$ cat src/rtl/branch_target_predictor.sv
// Direct-mapped branch target buffer with 2-bit direction counters for the IF stage.
// Lookup is combinational on the fetch PC; training arrives from MEM; saturating bring-up statistics.
module branch_target_predictor #(
    parameter int ENTRIES   = 16,
    parameter int ADDR_W    = 32,
    parameter int TAG_W     = 8,
    parameter int ALLOC_CTR = 2,
    parameter int STAT_W    = 16
) (
    input  logic              clock,
    input  logic              reset,
    input  logic [ADDR_W-1:0] if_pc,
    output logic              pred_hit,
    output logic              pred_taken,
    output logic [ADDR_W-1:0] pred_target,
    input  logic              upd_valid,
    input  logic [ADDR_W-1:0] upd_pc,
    input  logic              upd_taken,
    input  logic [ADDR_W-1:0] upd_target,
    input  logic              upd_pred_taken,
    input  logic              flush_all,
    input  logic              stat_clear,
    output logic [STAT_W-1:0] stat_branches,
    output logic [STAT_W-1:0] stat_mispred
);
    localparam int IDX_W = $clog2(ENTRIES);

    function automatic logic [1:0] sat_inc(input logic [1:0] c);
        sat_inc = (c == 2'd3) ? 2'd3 : c + 2'd1;
    endfunction

    function automatic logic [1:0] sat_dec(input logic [1:0] c);
        sat_dec = (c == 2'd0) ? 2'd0 : c - 2'd1;
    endfunction

    function automatic logic [STAT_W-1:0] stat_inc(input logic [STAT_W-1:0] s);
        stat_inc = (s == {STAT_W{1'b1}}) ? s : s + {{(STAT_W-1){1'b0}}, 1'b1};
    endfunction

    logic [ENTRIES-1:0] valid_q, valid_d;
    logic [TAG_W-1:0]   tag_q    [ENTRIES];
    logic [TAG_W-1:0]   tag_d    [ENTRIES];
    logic [ADDR_W-1:0]  target_q [ENTRIES];
    logic [ADDR_W-1:0]  target_d [ENTRIES];
    logic [1:0]         ctr_q    [ENTRIES];
    logic [1:0]         ctr_d    [ENTRIES];
    logic [STAT_W-1:0]  branches_q, branches_d;
    logic [STAT_W-1:0]  mispred_q, mispred_d;

    logic [IDX_W-1:0] if_idx_s, upd_idx_s;
    logic [TAG_W-1:0] if_tag_s, upd_tag_s;
    logic             upd_hit_s;

    assign if_idx_s  = if_pc[IDX_W+1:2];
    assign if_tag_s  = if_pc[IDX_W+TAG_W+1:IDX_W+2];
    assign upd_idx_s = upd_pc[IDX_W+1:2];
    assign upd_tag_s = upd_pc[IDX_W+TAG_W+1:IDX_W+2];
    assign upd_hit_s = valid_q[upd_idx_s] && (tag_q[upd_idx_s] == upd_tag_s);

    // Fetch-side lookup: reads pre-update contents, no bypass from a same-cycle update.
    always_comb begin
        pred_hit    = valid_q[if_idx_s] && (tag_q[if_idx_s] == if_tag_s);
        pred_taken  = pred_hit && ctr_q[if_idx_s][1];
        pred_target = if_pc + ADDR_W'(4);
        if (pred_taken) begin
            pred_target = target_q[if_idx_s];
        end else begin
            pred_target = if_pc + ADDR_W'(4);
        end
    end

    // Table training; a flush drops every entry and suppresses the simultaneous update.
    always_comb begin
        valid_d  = valid_q;
        tag_d    = tag_q;
        target_d = target_q;
        ctr_d    = ctr_q;
        if (flush_all) begin
            valid_d = '0;
        end else if (upd_valid) begin
            case ({upd_hit_s, upd_taken})
                2'b11: begin
                    ctr_d[upd_idx_s]    = sat_inc(ctr_q[upd_idx_s]);
                    target_d[upd_idx_s] = upd_target;
                end
                2'b10: begin
                    ctr_d[upd_idx_s] = sat_dec(ctr_q[upd_idx_s]);
                end
                2'b01: begin
                    valid_d[upd_idx_s]  = 1'b1;
                    tag_d[upd_idx_s]    = upd_tag_s;
                    target_d[upd_idx_s] = upd_target;
                    ctr_d[upd_idx_s]    = 2'(ALLOC_CTR);
                end
                default: begin
                    valid_d = valid_q;
                end
            endcase
        end else begin
            valid_d = valid_q;
        end
    end

    // Statistics: clear beats increment; flushed updates are still counted.
    always_comb begin
        branches_d = branches_q;
        mispred_d  = mispred_q;
        if (stat_clear) begin
            branches_d = '0;
            mispred_d  = '0;
        end else if (upd_valid) begin
            branches_d = stat_inc(branches_q);
            if (upd_pred_taken != upd_taken) begin
                mispred_d = stat_inc(mispred_q);
            end else begin
                mispred_d = mispred_q;
            end
        end else begin
            branches_d = branches_q;
        end
    end

    // State registers, cleared asynchronously.
    always_ff @(posedge clock or posedge reset) begin
        if (reset) begin
            valid_q    <= '0;
            branches_q <= '0;
            mispred_q  <= '0;
            for (int i = 0; i < ENTRIES; i++) begin
                tag_q[i]    <= '0;
                target_q[i] <= '0;
                ctr_q[i]    <= 2'd0;
            end
        end else begin
            valid_q    <= valid_d;
            tag_q      <= tag_d;
            target_q   <= target_d;
            ctr_q      <= ctr_d;
            branches_q <= branches_d;
            mispred_q  <= mispred_d;
        end
    end

    assign stat_branches = branches_q;
    assign stat_mispred  = mispred_q;
endmodule

$ cat config.mk
export PLATFORM = sky130hd
export DESIGN_NAME = branch_target_predictor
export DESIGN_NICKNAME = d
export VERILOG_FILES = /design/src/rtl/branch_target_predictor.sv
export SDC_FILE = /design/constraint.sdc
export NUM_CORES = 2
export LEC_CHECK = 0
export CORE_MARGIN = 5
export CORE_UTILIZATION = 30
export DETAILED_ROUTE_END_ITERATION = 8
export GPL_TIMING_DRIVEN = 0
export PLACE_DENSITY = 0.47
export SYNTH_ARGS = -nofsm -noshare
export SYNTH_HDL_FRONTEND = slang
export SYNTH_SLANG_ARGS = --single-unit
$ cat constraint.sdc
create_clock -name clock -period 23.2 [get_ports clock]
set_input_delay 3.48 -clock clock [delete_from_list [all_inputs] [get_ports clock]]
set_output_delay 3.48 -clock clock [all_outputs]
set_load 0.005 [all_outputs]
# == Word level (Yosys, flattened, before mapping) ==
# Index checks and enable logic that the tools add are counted.
# word_totals
ff_bits,720
in_bits,103
output_inout_bits,66
elab_cells,143
# classes
addsub,5
n_lt_le_gt_ge,6
n_eq_ne,11
mux,45
n_bitwise,7
n_reduce_logical,18
# ops
op,n
$bwmux W512,1
$mux W16,10
$bmux W32 S4,1
$bwmux W128,1
$demux W32 S4,1
$mux W32,4
$pmux W32 S3,1
$bmux W8 S4,2
$bwmux W32,2
$mux W8,5
$add A16 B1 Y16 const B,2
$add A32 B3 Y32 const B,1
$demux W8 S4,1
$eq A16 B16 Y1 const B,2
$or A16 B16 Y16,2
$and A16 B16 Y16,1
$bmux W2 S4,2
$eq A8 B8 Y1,2
$not A16 Y16,1
$mux W2,7
$reduce_and A3 Y1,4
$ge A5 B5 Y1 const B,2
$lt A4 B5 Y1 const B,2
$not A4 Y5,2
other kinds (19),33

# == Longest topological paths before layout ==
# depth
ltp_word,10
depth_mapped,17
ltp_nobuf,13

# == Worst setup path after synthesis ==
# Ideal clock, no wire load.
# synth_timing
path_kind,input to output
startpoint,in if_pc[2]
endpoint,out pred_target[1]
arrival_ns,5.814
required_ns,19.720
setup_slack_ns,13.906
stages,9
path_buffers,6
path_cell_list,buf_4 buf_4 buf_6 buf_6 buf_2 clkbuf_1 mux4_2 mux4_2 mux2_4
# synth_via
elab_chain_len,8
word_cells_on_any_way,16
cone_classes,eq/ne (1); mux (12); bitwise (1); reduce/logical (2)
# synth_lines
element,line_no,rtl
start: declaration,12,"input logic [ADDR_W-1:0] if_pc,"
$not A4 Y5 (not written as such),"62, 63, 66",
$bmux W8 S4,62,pred_hit = valid_q[if_idx_s] && (tag_q[if_idx_s] == if_tag_s);
$mux W8 (not written as such) (2 in series),62,
$eq A8 B8 Y1,62,
$logic_and A1 B1 Y1,62,
$logic_and A1 B1 Y1,63,pred_taken = pred_hit && ctr_q[if_idx_s][1];
$mux W32 *,65,if (pred_taken) begin
end: declaration,15,"output logic [ADDR_W-1:0] pred_target,"
# Mark *: on every way between the ends. The rest lies on a longest branch, timed or not. The select of a mux whose other input is x is not followed.

# == Worst setup path after layout ==
# layout_timing
startpoint,in if_pc[2]
endpoint,out pred_target[6]
# The elaborated chain is that of the path after synthesis.

==> flow_metrics.tcl <==
set metrics [dict create \
    synth_cells 2312 \
    area_delta_synth_final_pct 18.7 \
    slew_headroom_pct 20.0 \
    max_cap_viol_count 0 \
    ys.flop_type "dfrtp_1" \
    grt_first_pass_wirelength_microns 167000 \
    synth_edf_count 0 \
    finalCriticalPeriod_ps 11900 \
    post-cts-setup-buffers 0 \
    hold_buffers 0 \
    r2r-end "tag_q[74]" \
    synth_top_cells_by_area "dfrtp_1 51%, mux2_2 21%, mux4_2 14%, mux4_1 1.8%, mux2_4 1.2%" \
    grt_pass1_vias 23900 \
    place_hpwl_microns 77700 \
    crit_required_ps 19720 \
    portBuffers 140 \
    slew_violations 0 \
    ys_types 62 \
    cts_tree "yes" \
    r2r_setup_slack_ps 18750 \
    reg2regPathDepth 11 \
    period_share_pct 51.3 \
    cts_sinks 720 \
    die_x_microns 353 \
    synthArstFlopShare_pct 100 \
    die_y_microns 353 \
    tns_ps 0 \
    post_drt_wl_per_cell_microns 27.0 \
    path_clk_slew_ps 60 \
    wl_microns 113000 \
    arrival_ps 8420 \
    antenna_found_initial 9 \
    boundaryPins 169 \
    syn_area_sq_mm 0.0353 \
    post-synth-top-count-cell "dfrtp_1" \
    grtUsageTotal_pct 18.0 \
    max_freq_mhz 84.1 \
    hold_class "reg2reg" \
    vias 21800 \
    cts-buffers-inserted 85 \
    final_cell_area_sq_mm 0.0419 \
    grt_max_degree 45 \
    root_buffer "clkbuf_16" \
    yosysWarnings 0 \
    post-route-util_pct 35.7 \
    whs_endpoint "ctr_q[22]" \
    vias_per_cell 5.22 \
    overflow 0 \
    crit_path_max_fanout 10 \
    drc 0 \
    cts-resized-gates 0 \
    fp-row-count 126 \
    yosysTopAreaCellShare_pct 51.0 \
    first_pass_iters 5 \
    crit_type "in2out" \
    power_density_mw_per_mm2 79.2 \
    worst_slew_pin_slew_ps 1200 \
    h-tree-depth 3 \
    core_sq_mm 0.117 \
    layout.cells.non_filler 4169 \
    clk_latency_ps 660 \
    startpoint_type "primary input" \
    rsz0062_at_grt "false" \
    nets 2673 \
    clockBufferDepth 3 \
    synth_nets 2421 \
    drive_gt1_share_pct 43.2 \
    crit_path_end_kind "output pin" \
    finalClockSkew_ps 20.4 \
    postRouteAntennaNets 0 \
    yosysSeqAreaShare_pct 51.0 \
    finalHoldViolCount 0 \
    run_status "finished, final reports clean" \
    synth-seq-cells 720 \
    p_total_uw 3320 \
    vdd_ir_drop_max_mv 0.0495 \
    gp_congestion 0.851 \
    ys_top_cells_by_count "720 x dfrtp_1, 644 x mux2_2, 217 x mux4_2, 78 x nand2_1, 75 x clkbuf_1" \
    min_from "ctr_q[22]" \
    drt_iter0_drc 1432 \
    initial_utilization_pct 30.1 \
    place_area_sq_mm 0.0391 \
    setup_viol_count_final 0 \
    synth_top_area_cell "dfrtp_1" \
    r2r_start "tag_q[70]" \
    postSynthAreaPerCell_sq_um 15.3 \
    dieArea_sq_mm 0.125 \
    hold_depth 2 \
    p_leak_uw 0.0187 \
    dp_cells 4012 \
]
[how the worst max path moves through the flow]
stage / startpoint / endpoint / slack, ps / depth (start not counted)
CTS: if_pc[2] / pred_target[6] / 11300 / 11
global route: if_pc[2] / pred_target[6] / 11200 / 11
detailed placement: if_pc[2] / pred_target[6] / 11310 / 11
global placement: reset / target_q[270] / 5710 / 2
finish: if_pc[2] / pred_target[6] / 11300 / 11
floorplan: reset / ctr_q[0] / 9860 / 1
[final cells by class]
cell class              instances  area (sq um)
diodes                          4          10.0
plain buffers                 179           902
clock buffers                 131          2510
clock inverters                21           277
fillers                     11100         75500
inverters                      24          93.8
multi-input cells            1389         16300
flip-flops and latches        720         18000
well taps                    1536          1920
repair buffers                165          1860
[cells in the final DEF (no fill, tap or decap), types with 18 or more instances in the layout]
cell,netlist,final
mux2_4,29,29
nand2_1,78,78
buf_6,15,18
buf_2,40,40
mux4_1,24,24
xor2_1,24,24
clkbuf_8,0,19
nand4_1,18,18
clkbuf_1,75,100
nand3_1,24,24
dfrtp_1,720,720
buf_12,1,20
nor2_1,74,69
o21ai_0,36,36
clkdlybuf4s50_1,0,140
buf_1,37,37
mux2i_1,29,29
clkbuf_16,0,86
mux4_2,217,217
inv_1,24,23
xnor2_1,47,47
mux2_2,644,644
[through the flow]
step | hold WS [ps] | worst slack, ps
final | 492 | 11300
after global routing | 505 | 11200
after CTS | 480 | 11300
after detailed placement | 467 | 11310
after global placement | 456 | 5710
after floorplan | 438 | 9860
[metal layers]
layer / vias up / GRT usage (%) / share of wire [%]
met5: - / 0 / 0.059
met4: 10 / 5.68 / 3.0
met3: 176 / 4.28 / 6.1
met2: 551 / 29.1 / 47
met1: 11800 / 24.0 / 43
li1: 9210 / - / -
[cell families (layout without fill, tap and decap cells)]
kind of cell | after synthesis | in the layout | synth area share [%]
fa+ha+maj | 6 | 6 | 0.212
mux | 950 | 950 | 38.7
xor+xnor | 71 | 71 | 1.76
simple gates | 262 | 262 | 3.60
flops | 720 | 720 | 51.0
other cells | 0 | 4 | 0
compound gates | 100 | 100 | 1.93
buf+inv | 203 | 520 | 2.80
[worst max-delay path, stage by stage]
cell and delay (ps):
clkdlybuf4s50_1 590, buf_4 290, buf_4 260, buf_6 260, buf_6 280, buf_2 440
clkbuf_1 930, mux4_1 440, mux4_2 570, mux2_4 350, clkdlybuf4s50_1 470
[where the power goes]
part           total (uW)  leakage, uW  switching (uW)  internal, uW
Sequential           1500      0.00960            84.8          1410
Combinational         473      0.00770             203           270
Clock                1350      0.00137             550           801
Total                3320       0.0187             838          2480
[state kept, by name (all words and copies together), names as in the netlist]
register       cells
ctr_q             32
stat_branches     16
stat_mispred      16
tag_q            128
target_q         512
valid_q           16
Note: power is estimated with default switching activity, not from simulation.
